## src/rtl/fifoc2cs.sv

```systemverilog
// Command-frame parser on the sys_clk side of fifoc: pops data_len bytes, validates the
// 55 AA header, the frame length and the checksum, then commits nine command registers atomically.
module fifoc2cs #(
    parameter logic [7:0]  HEAD0     = 8'h55,
    parameter logic [7:0]  HEAD1     = 8'hAA,
    parameter int unsigned FRAME_LEN = 12
) (
    input  logic        clk,
    input  logic        rst,
    input  logic        fs,
    output logic        fd,
    input  logic [11:0] data_len,
    output logic        fifoc_rxen,
    input  logic [7:0]  fifoc_rxd,
    output logic [7:0]  cmd_kdev,
    output logic [7:0]  cmd_smpr,
    output logic [7:0]  cmd_filt,
    output logic [7:0]  cmd_mix0,
    output logic [7:0]  cmd_mix1,
    output logic [7:0]  cmd_reg4,
    output logic [7:0]  cmd_reg5,
    output logic [7:0]  cmd_reg6,
    output logic [7:0]  cmd_reg7,
    output logic        err
);

    localparam int unsigned NCMD = 9;

    localparam logic [2:0] S_IDLE  = 3'd0;
    localparam logic [2:0] S_READ  = 3'd1;
    localparam logic [2:0] S_LAST  = 3'd2;
    localparam logic [2:0] S_CHECK = 3'd3;
    localparam logic [2:0] S_DONE  = 3'd4;

    logic [2:0]  r_state;
    logic [11:0] r_len;
    logic [11:0] r_rd_cnt;
    logic        r_cap_vld;
    logic [11:0] r_cap_idx;
    logic [7:0]  r_sum;
    logic [7:0]  r_chk;
    logic        r_hdr_err;
    logic        r_len_err;
    logic        r_err;
    logic [7:0]  r_shadow [NCMD];
    logic [7:0]  r_cmd    [NCMD];

    logic        w_err_n;
    logic        w_in_body;

    // Body bytes (indices 2..FRAME_LEN-2) feed both the shadow registers and the checksum.
    assign w_in_body = (r_cap_idx >= 12'd2) && (r_cap_idx <= 12'(FRAME_LEN - 2));

    assign w_err_n = r_len_err | r_hdr_err
                   | (r_len != 12'(FRAME_LEN))
                   | (r_chk != r_sum);

    always_ff @(posedge clk) begin
        if (rst) begin
            r_state   <= S_IDLE;
            r_len     <= '0;
            r_rd_cnt  <= '0;
            r_cap_vld <= 1'b0;
            r_cap_idx <= '0;
            r_sum     <= '0;
            r_chk     <= '0;
            r_hdr_err <= 1'b0;
            r_len_err <= 1'b0;
            r_err     <= 1'b0;
            for (int unsigned i = 0; i < NCMD; i++) begin
                r_shadow[i] <= '0;
                r_cmd[i]    <= '0;
            end
        end else begin
            r_cap_vld <= (r_state == S_READ);

            if (r_cap_vld) begin
                r_cap_idx <= r_cap_idx + 12'd1;
                if (r_cap_idx == 12'd0 && fifoc_rxd != HEAD0)
                    r_hdr_err <= 1'b1;
                if (r_cap_idx == 12'd1 && fifoc_rxd != HEAD1)
                    r_hdr_err <= 1'b1;
                if (w_in_body)
                    r_sum <= r_sum + fifoc_rxd;
                for (int unsigned i = 0; i < NCMD; i++) begin
                    if (r_cap_idx == 12'(i + 2))
                        r_shadow[i] <= fifoc_rxd;
                end
                if (r_cap_idx == 12'(FRAME_LEN - 1))
                    r_chk <= fifoc_rxd;
            end

            case (r_state)
                S_IDLE: begin
                    if (fs) begin
                        r_len     <= data_len;
                        r_rd_cnt  <= '0;
                        r_cap_idx <= '0;
                        r_sum     <= '0;
                        r_chk     <= '0;
                        r_hdr_err <= 1'b0;
                        r_err     <= 1'b0;
                        if (data_len != 12'd0) begin
                            r_len_err <= 1'b0;
                            r_state   <= S_READ;
                        end else begin
                            r_len_err <= 1'b1;
                            r_state   <= S_CHECK;
                        end
                    end
                end
                S_READ: begin
                    r_rd_cnt <= r_rd_cnt + 12'd1;
                    if (r_rd_cnt == r_len - 12'd1)
                        r_state <= S_LAST;
                end
                S_LAST: begin
                    r_state <= S_CHECK;
                end
                S_CHECK: begin
                    if (!w_err_n) begin
                        for (int unsigned i = 0; i < NCMD; i++)
                            r_cmd[i] <= r_shadow[i];
                    end
                    r_err   <= w_err_n;
                    r_state <= S_DONE;
                end
                S_DONE: begin
                    if (!fs)
                        r_state <= S_IDLE;
                end
                default: begin
                    r_state <= S_IDLE;
                end
            endcase
        end
    end

    assign fifoc_rxen = (r_state == S_READ);
    assign fd         = (r_state == S_DONE);
    assign err        = r_err;

    assign cmd_kdev = r_cmd[0];
    assign cmd_smpr = r_cmd[1];
    assign cmd_filt = r_cmd[2];
    assign cmd_mix0 = r_cmd[3];
    assign cmd_mix1 = r_cmd[4];
    assign cmd_reg4 = r_cmd[5];
    assign cmd_reg5 = r_cmd[6];
    assign cmd_reg6 = r_cmd[7];
    assign cmd_reg7 = r_cmd[8];

endmodule

```

## config.mk

```make
export PLATFORM = sky130hd
export DESIGN_NAME = fifoc2cs
export DESIGN_NICKNAME = d
export VERILOG_FILES = /design/src/rtl/fifoc2cs.sv
export SDC_FILE = /design/constraint.sdc
export NUM_CORES = 1
export LEC_CHECK = 0
export ABC_AREA = 1
export BUFFER_PORTS_ARGS = -buffer_cell sky130_fd_sc_hd__buf_2
export CORE_ASPECT_RATIO = 0.6
export CORE_UTILIZATION = 50
export DETAILED_ROUTE_END_ITERATION = 10
export PLACE_DENSITY_LB_ADDON = 0.15
export REMOVE_ABC_BUFFERS = 1
export SYNTH_ARGS = -nofsm -noshare
export SYNTH_HDL_FRONTEND = slang
export SYNTH_SLANG_ARGS = --single-unit
```

## constraint.sdc

```tcl
create_clock -name clk -period 16.7 [get_ports clk]
set_input_delay 2.505 -clock clk [delete_from_list [all_inputs] [get_ports clk]]
set_output_delay 2.505 -clock clk [all_outputs]
set_load 0.02 [all_outputs]
```

==> impl_metrics.tcl, run 1 <==
set metrics [dict create \
    grt_pass1_wl_mm 28.3 \
    hold_viol_final 0 \
    arrival_ns 4.39 \
    core_um2 16600 \
    gr-usage-met2_pct 26.4 \
    max_stage_delay_ns 0.76 \
    syn_inst 810 \
    leakage_nw 4.10 \
    status "completed" \
    pwr-share-seq_pct 52.6 \
    synth_area_per_cell_um2 10.7 \
    ant_nets 0 \
    crit_path_start_kind "input port" \
    worstMarginPinSlew_ns 1.17 \
    yosys.area_share.simple_pct 17.2 \
    rsz0062_at_grt "no" \
    cp-end-kind "register" \
    final_common_cell "inv_1" \
    synth-edff-count 144 \
    cts_sinks 203 \
    fin_nets 957 \
    drt_iter0_drc 479 \
    cp_max_fo 54 \
    antenna_found_initial 0 \
    layout_common_cells "145 x inv_1, 144 x edfxtp_1, 97 x buf_2" \
    synth.cell_area_um2 8670 \
    crit_chain "buf_2 > inv_1 > buf_4 > nand4_4 > buf_4 > nor2_2" \
    vias 5886 \
    ir_drop_mv 0.0740 \
    dieWidth_um 172 \
    num-fill-cells 1390 \
    initial_core_util_pct 52.3 \
    hold_class "reg2reg" \
    criticalPathCategory "in2reg" \
    powerDensity_nw_per_um2 107 \
    setup_viol 0 \
    post_cts_resized 0 \
    finalCritPeriodShare_pct 25.0 \
    chipHeight_um 104 \
    seq_area_frac_synth_pct 63.5 \
    synthMuxAreaShare_pct 0 \
    max_freq_mhz 239 \
    place.gp.congestion 0.823 \
    cts_root_buffer "clkbuf_16" \
    port-buffer-count 97 \
    drt_wl_total_mm 18.1 \
    grt_overflow 0 \
    p_clk_share_pct 38.8 \
    ys_types 47 \
    clk_path_buf_depth 3 \
    synthAdderAreaFrac_pct 2.11 \
    synthArstFlopShare_pct 0 \
    n_antenna_cell 0 \
    busiest_layer "met1" \
    yosys_most_used_dff "edfxtp_1" \
    fin_worst_skew_ns 0.0104 \
    slew_viol_final 0 \
    critPathSlowestCell "buf_4" \
    grt_max_degree 58 \
    required_ns 16.91 \
    crit_top_cell "buf_4" \
    cts-htree-levels 1 \
    cts_setup_buffers 0 \
    path_clk_slew_ns 0.07 \
    p_switching_mw 0.258 \
    io_pins 98 \
    fin_tns_setup_ns 0 \
    maxCapViolCount 0 \
    cts_buffers 20 \
    ys_ff_latch 203 \
    met3_usage_pct 3.39 \
    fp.dieArea_um2 17900 \
    vias_per_cell 5.07 \
    area_growth_pct 15.3 \
    synth-compound-area-share_pct 6.98 \
    p_int_mw 0.814 \
    row_count 36 \
    grt_use_met1_pct 36.0 \
    cts_hold_buf 0 \
    drc_errors 0 \
    max_slew_margin_pct 21.4 \
    dr.pass1.iters 6 \
    dp_hpwl_mm 12.5 \
    p_comb_share_pct 8.6 \
    wl_per_cell_um 15.6 \
    finalCriticalPeriod_ns 4.18 \
    drive_gt1_share_pct 23.8 \
    first_global_vias 5162 \
    tritoncts "done" \
    final_core_util_pct 60.3 \
    swShare_pct 24.1 \
    clk_latency_ns 0.49 \
    synth_top_family_by_area "simple AND/OR/NAND/NOR gates" \
    synth_xor_area_share_pct 2.32 \
    synth_warnings 0 \
    grt_usage_pct 20.6 \
]
[critical path: cells and delay by family]
kind | cells | cell delay, ns
buf+inv | 4 | 1.40
simple gates | 2 | 0.42
[synthesized netlist by cell type (7+ instances only)]
cell type  instances  area, µm²
a21oi_1           35        175
buf_6              7       78.8
dfxtp_1           59       1180
edfxtp_1         144       4320
ha_1              13        163
inv_1            145        544
nand2_1           89        334
nand3_1           39        195
nand4_1            8       50.1
nor2_1            57        214
nor2_2            74        463
nor3_1             9       45.0
nor4_1             8       50.1
o21ai_0           49        245
xnor2_1           11       96.3
xor2_1            12        105
[final timing paths]
kind / startpoint / to / slack, ns / depth (start not counted)
worst max-delay path: rst / r_cmd[0][17]$_SDFFCE_PN0P_ / 12.52 / 6
worst min-delay path: r_hdr_err$_SDFF_PP0_ / r_hdr_err$_SDFF_PP0_ / 0.46 / 2
worst max register to register: r_len[0]$_SDFFE_PP0P_ / r_cmd[0][17]$_SDFFCE_PN0P_ / 13.44 / 7
worst min register to register: r_hdr_err$_SDFF_PP0_ / r_hdr_err$_SDFF_PP0_ / 0.46 / 2
[power groups by stage]
stage          clock [mW]  combinational, mW  sequential (mW)
2_1_floorplan           0             0.0531            0.581
3_3_place_gp            0             0.0907            0.574
3_5_place_dp            0             0.0913            0.574
4_1_cts             0.424             0.0919            0.563
5_1_grt             0.441              0.103            0.565
6_report            0.416             0.0924            0.563
[final cells by class]
cell class                      count  area [µm²]  share of cell area, %
Multi-Input combinational cell    441        2490                   24.9
Tap cell                          228         285                   2.85
Sequential cell                   203        5510                   55.1
Clock inverter                     10        61.3                  0.613
Inverter                          147         552                   5.52
Timing Repair Buffer              107         561                   5.61
Clock buffer                       25         541                   5.41
[metrics by stage]
step	power [mW]	worst slack, ns	hold WS [ns]	instances	area [µm²]
finish	1.07	12.52	0.460	1161	10000
global route	1.11	12.43	0.494	1161	10000
CTS	1.08	12.54	0.464	1161	10000
detailed placement	0.665	12.03	0.455	1126	9400
global placement	0.664	12.06	0.449	1126	9400
floorplan	0.635	9.79	0.436	791	8540
[metal layers]
layer,wire [µm],share of wire [%],vias to the layer above
li1,-,-,2898
met4,189,1.0,0
met3,1060,5.9,17
met5,0,0,-
met2,7020,39,191
met1,9880,54,2780
[flip-flops by register name, indices dropped and copies added (netlist names)]
| signal | count |
|---|---|
| r_cap_idx | 12 |
| r_cmd | 72 |
| r_sum | 8 |
| err | 1 |
| r_hdr_err | 1 |
| r_rd_cnt | 12 |
| r_chk | 8 |
| r_cap_vld | 1 |
| r_len_err | 1 |
| r_state | 3 |
| r_len | 12 |
| r_shadow | 72 |
[kinds of logic (layout without fill, tap and decap cells)]
logic type,Yosys count,in the layout
compound gates,108,108
xor+xnor,23,23
fa+ha+maj,14,14
buf+inv,166,289
flops,203,203
simple gates,296,296
Power figures use the tool's default switching activity.
==> run 2: changes to the inputs <==
==> constraint.sdc (replaced) <==
create_clock -name clk -period 4.1 [get_ports clk]
set_input_delay 0.615 -clock clk [delete_from_list [all_inputs] [get_ports clk]]
set_output_delay 0.615 -clock clk [all_outputs]
set_load 0.02 [all_outputs]
==> run 2 against run 1 <==
  * Via count is 1.1% lower
  * Routed wire length shrank 0.98%
  * Core utilization rose by 0.40 points
  * Critical endpoint is now r_cmd[0][62]$_SDFFCE_PN0P_
  * Die area did not move
  * Cell count about the same
  * Count of clock-buffer cells in the layout did not move
  * Largest power group unchanged
  * Hold slack got worse by 0.088 ns
  * Global-route usage rose by 0.53 points
==> impl_metrics.tcl, run 2 (synthesized netlist as in run 1, its figures left out) <==
set metrics [dict create \
    placed_area_um2 9430 \
    port-buffer-count 97 \
    max_freq_mhz 343 \
    cts_sinks 203 \
    ant_nets 0 \
    tritoncts "done" \
    layout_common_cells "145 x inv_1, 144 x edfxtp_1, 97 x buf_2" \
    path_clk_slew_ns 0.07 \
    area_growth_pct 16.0 \
    grt_usage_pct 21.2 \
    initial_core_util_pct 52.3 \
    clk_latency_ns 0.49 \
    cts-htree-levels 1 \
    ir_drop_mv 0.234 \
    fin_area_um2 10100 \
    setup_viol 0 \
    fin_worst_skew_ns 0.00966 \
    cts_root_buffer "clkbuf_16" \
    arrival_ns 3.09 \
    leakage_nw 4.13 \
    pre_cts_ws_ns 1.13 \
    cts_buffers 19 \
    vias 5824 \
    row_count 36 \
    drt_iter0_drc 517 \
    critPathSlowestCell "o21ai_4" \
    finalCriticalPeriod_ns 2.92 \
    path_delay_family "compound AO/OA/AOI/OAI gates" \
    final_core_util_pct 60.7 \
    wl_per_cell_um 15.5 \
    clk_path_buf_depth 3 \
    max_slew_margin_pct 16.7 \
    io_pins 98 \
    fin_hold_ws_ns 0.372 \
    cts_hold_buf 0 \
    p_total_mw 4.49 \
    max_stage_delay_ns 0.84 \
    status "completed" \
    n_antenna_cell 0 \
    vias_per_cell 5.02 \
    dr.pass1.iters 5 \
    cts_setup_buffers 0 \
    powerDensity_nw_per_um2 446 \
    fin_nets 957 \
    rsz0062_at_grt "no" \
    hold_class "in2reg" \
    final_common_cell "inv_1" \
    chipHeight_um 104 \
    first_global_vias 5265 \
    maxCapViolCount 0 \
    place.gp.congestion 0.850 \
    grt_overflow 0 \
    hold_viol_final 0 \
    post_cts_resized 0 \
    finalCritPeriodShare_pct 71.2 \
    worstMarginPinSlew_ns 1.24 \
    cp_max_fo 41 \
    drive_gt1_share_pct 23.7 \
    slew_viol_final 0 \
    drt_wl_total_mm 18.0 \
    cp-end-kind "register" \
    setup_ws_ns 1.18 \
    path_buf_inv 2 \
    top_regs "r_cmd: 72 flops, r_shadow: 72 flops" \
    dp_hpwl_mm 12.6 \
    core_um2 16600 \
    grt_max_degree 42 \
    crit_chain "inv_1 > ha_1 > nand3_1 > nor4_4 > nand2_1 > o21ai_4 > buf_12" \
    fp.dieArea_um2 17900 \
    criticalPathCategory "reg2reg" \
    dieWidth_um 172 \
    grt_pass1_wl_mm 29.0 \
    drc_errors 0 \
    antenna_found_initial 0 \
    crit_path_start_kind "register" \
    required_ns 4.27 \
]
-- run 2: cell type report --
| cell class | count | area [µm²] |
|---|---|---|
| fill | 1391 | 6510 |
| clock inverter | 8 | 118 |
| sequential | 203 | 5510 |
| multi-input combinational | 441 | 2490 |
| tap | 228 | 285 |
| timing repair buffer | 108 | 593 |
| clock buffer | 25 | 518 |
| inverter | 147 | 552 |
-- run 2: metrics by stage --
step,cells,setup TNS (ns)
2_1_floorplan,791,-204.70
3_3_place_gp,1127,0
3_5_place_dp,1127,0
4_1_cts,1160,0
5_1_grt,1160,0
6_report,1160,0
-- run 2: final timing paths --
| path | start | to | slack, ns | cells after the start |
|---|---|---|---|---|
| setup / recovery | r_len[0]$_SDFFE_PP0P_ | r_cmd[0][62]$_SDFFCE_PN0P_ | 1.18 | 7 |
| hold / removal | data_len[8] | r_len[8]$_SDFFE_PP0P_ | 0.37 | 3 |
| setup reg to reg | r_len[0]$_SDFFE_PP0P_ | r_cmd[0][62]$_SDFFCE_PN0P_ | 1.18 | 7 |
| hold reg to reg | r_hdr_err$_SDFF_PP0_ | r_hdr_err$_SDFF_PP0_ | 0.47 | 2 |
-- run 2: worst register-to-register path, delay by kind of cell (launching register included) --
| kind | cells | cell delay (ns) |
|---|---|---|
| buf+inv | 2 | 0.48 |
| fa+ha+maj | 1 | 0.28 |
| compound gates | 1 | 0.84 |
| flops | 1 | 0.31 |
| simple gates | 3 | 0.66 |
-- run 2: per-layer routing --
| metal | vias to the layer above | track usage (%) | part of all wire, % |
|---|---|---|---|
| met1 | 2717 | 35.6 | 53 |
| met2 | 187 | 28.1 | 39 |
| li1 | 2898 | - | - |
| met5 | - | 0 | 0 |
| met3 | 22 | 3.42 | 6.8 |
| met4 | 0 | 4.24 | 1.8 |
-- run 2: power by group --
group	internal [mW]	total, mW	switching (mW)	leakage (nW)
clock	1.08	1.82	0.740	0.305
sequential	2.26	2.29	0.0341	1.96
combinational	0.114	0.377	0.264	1.86
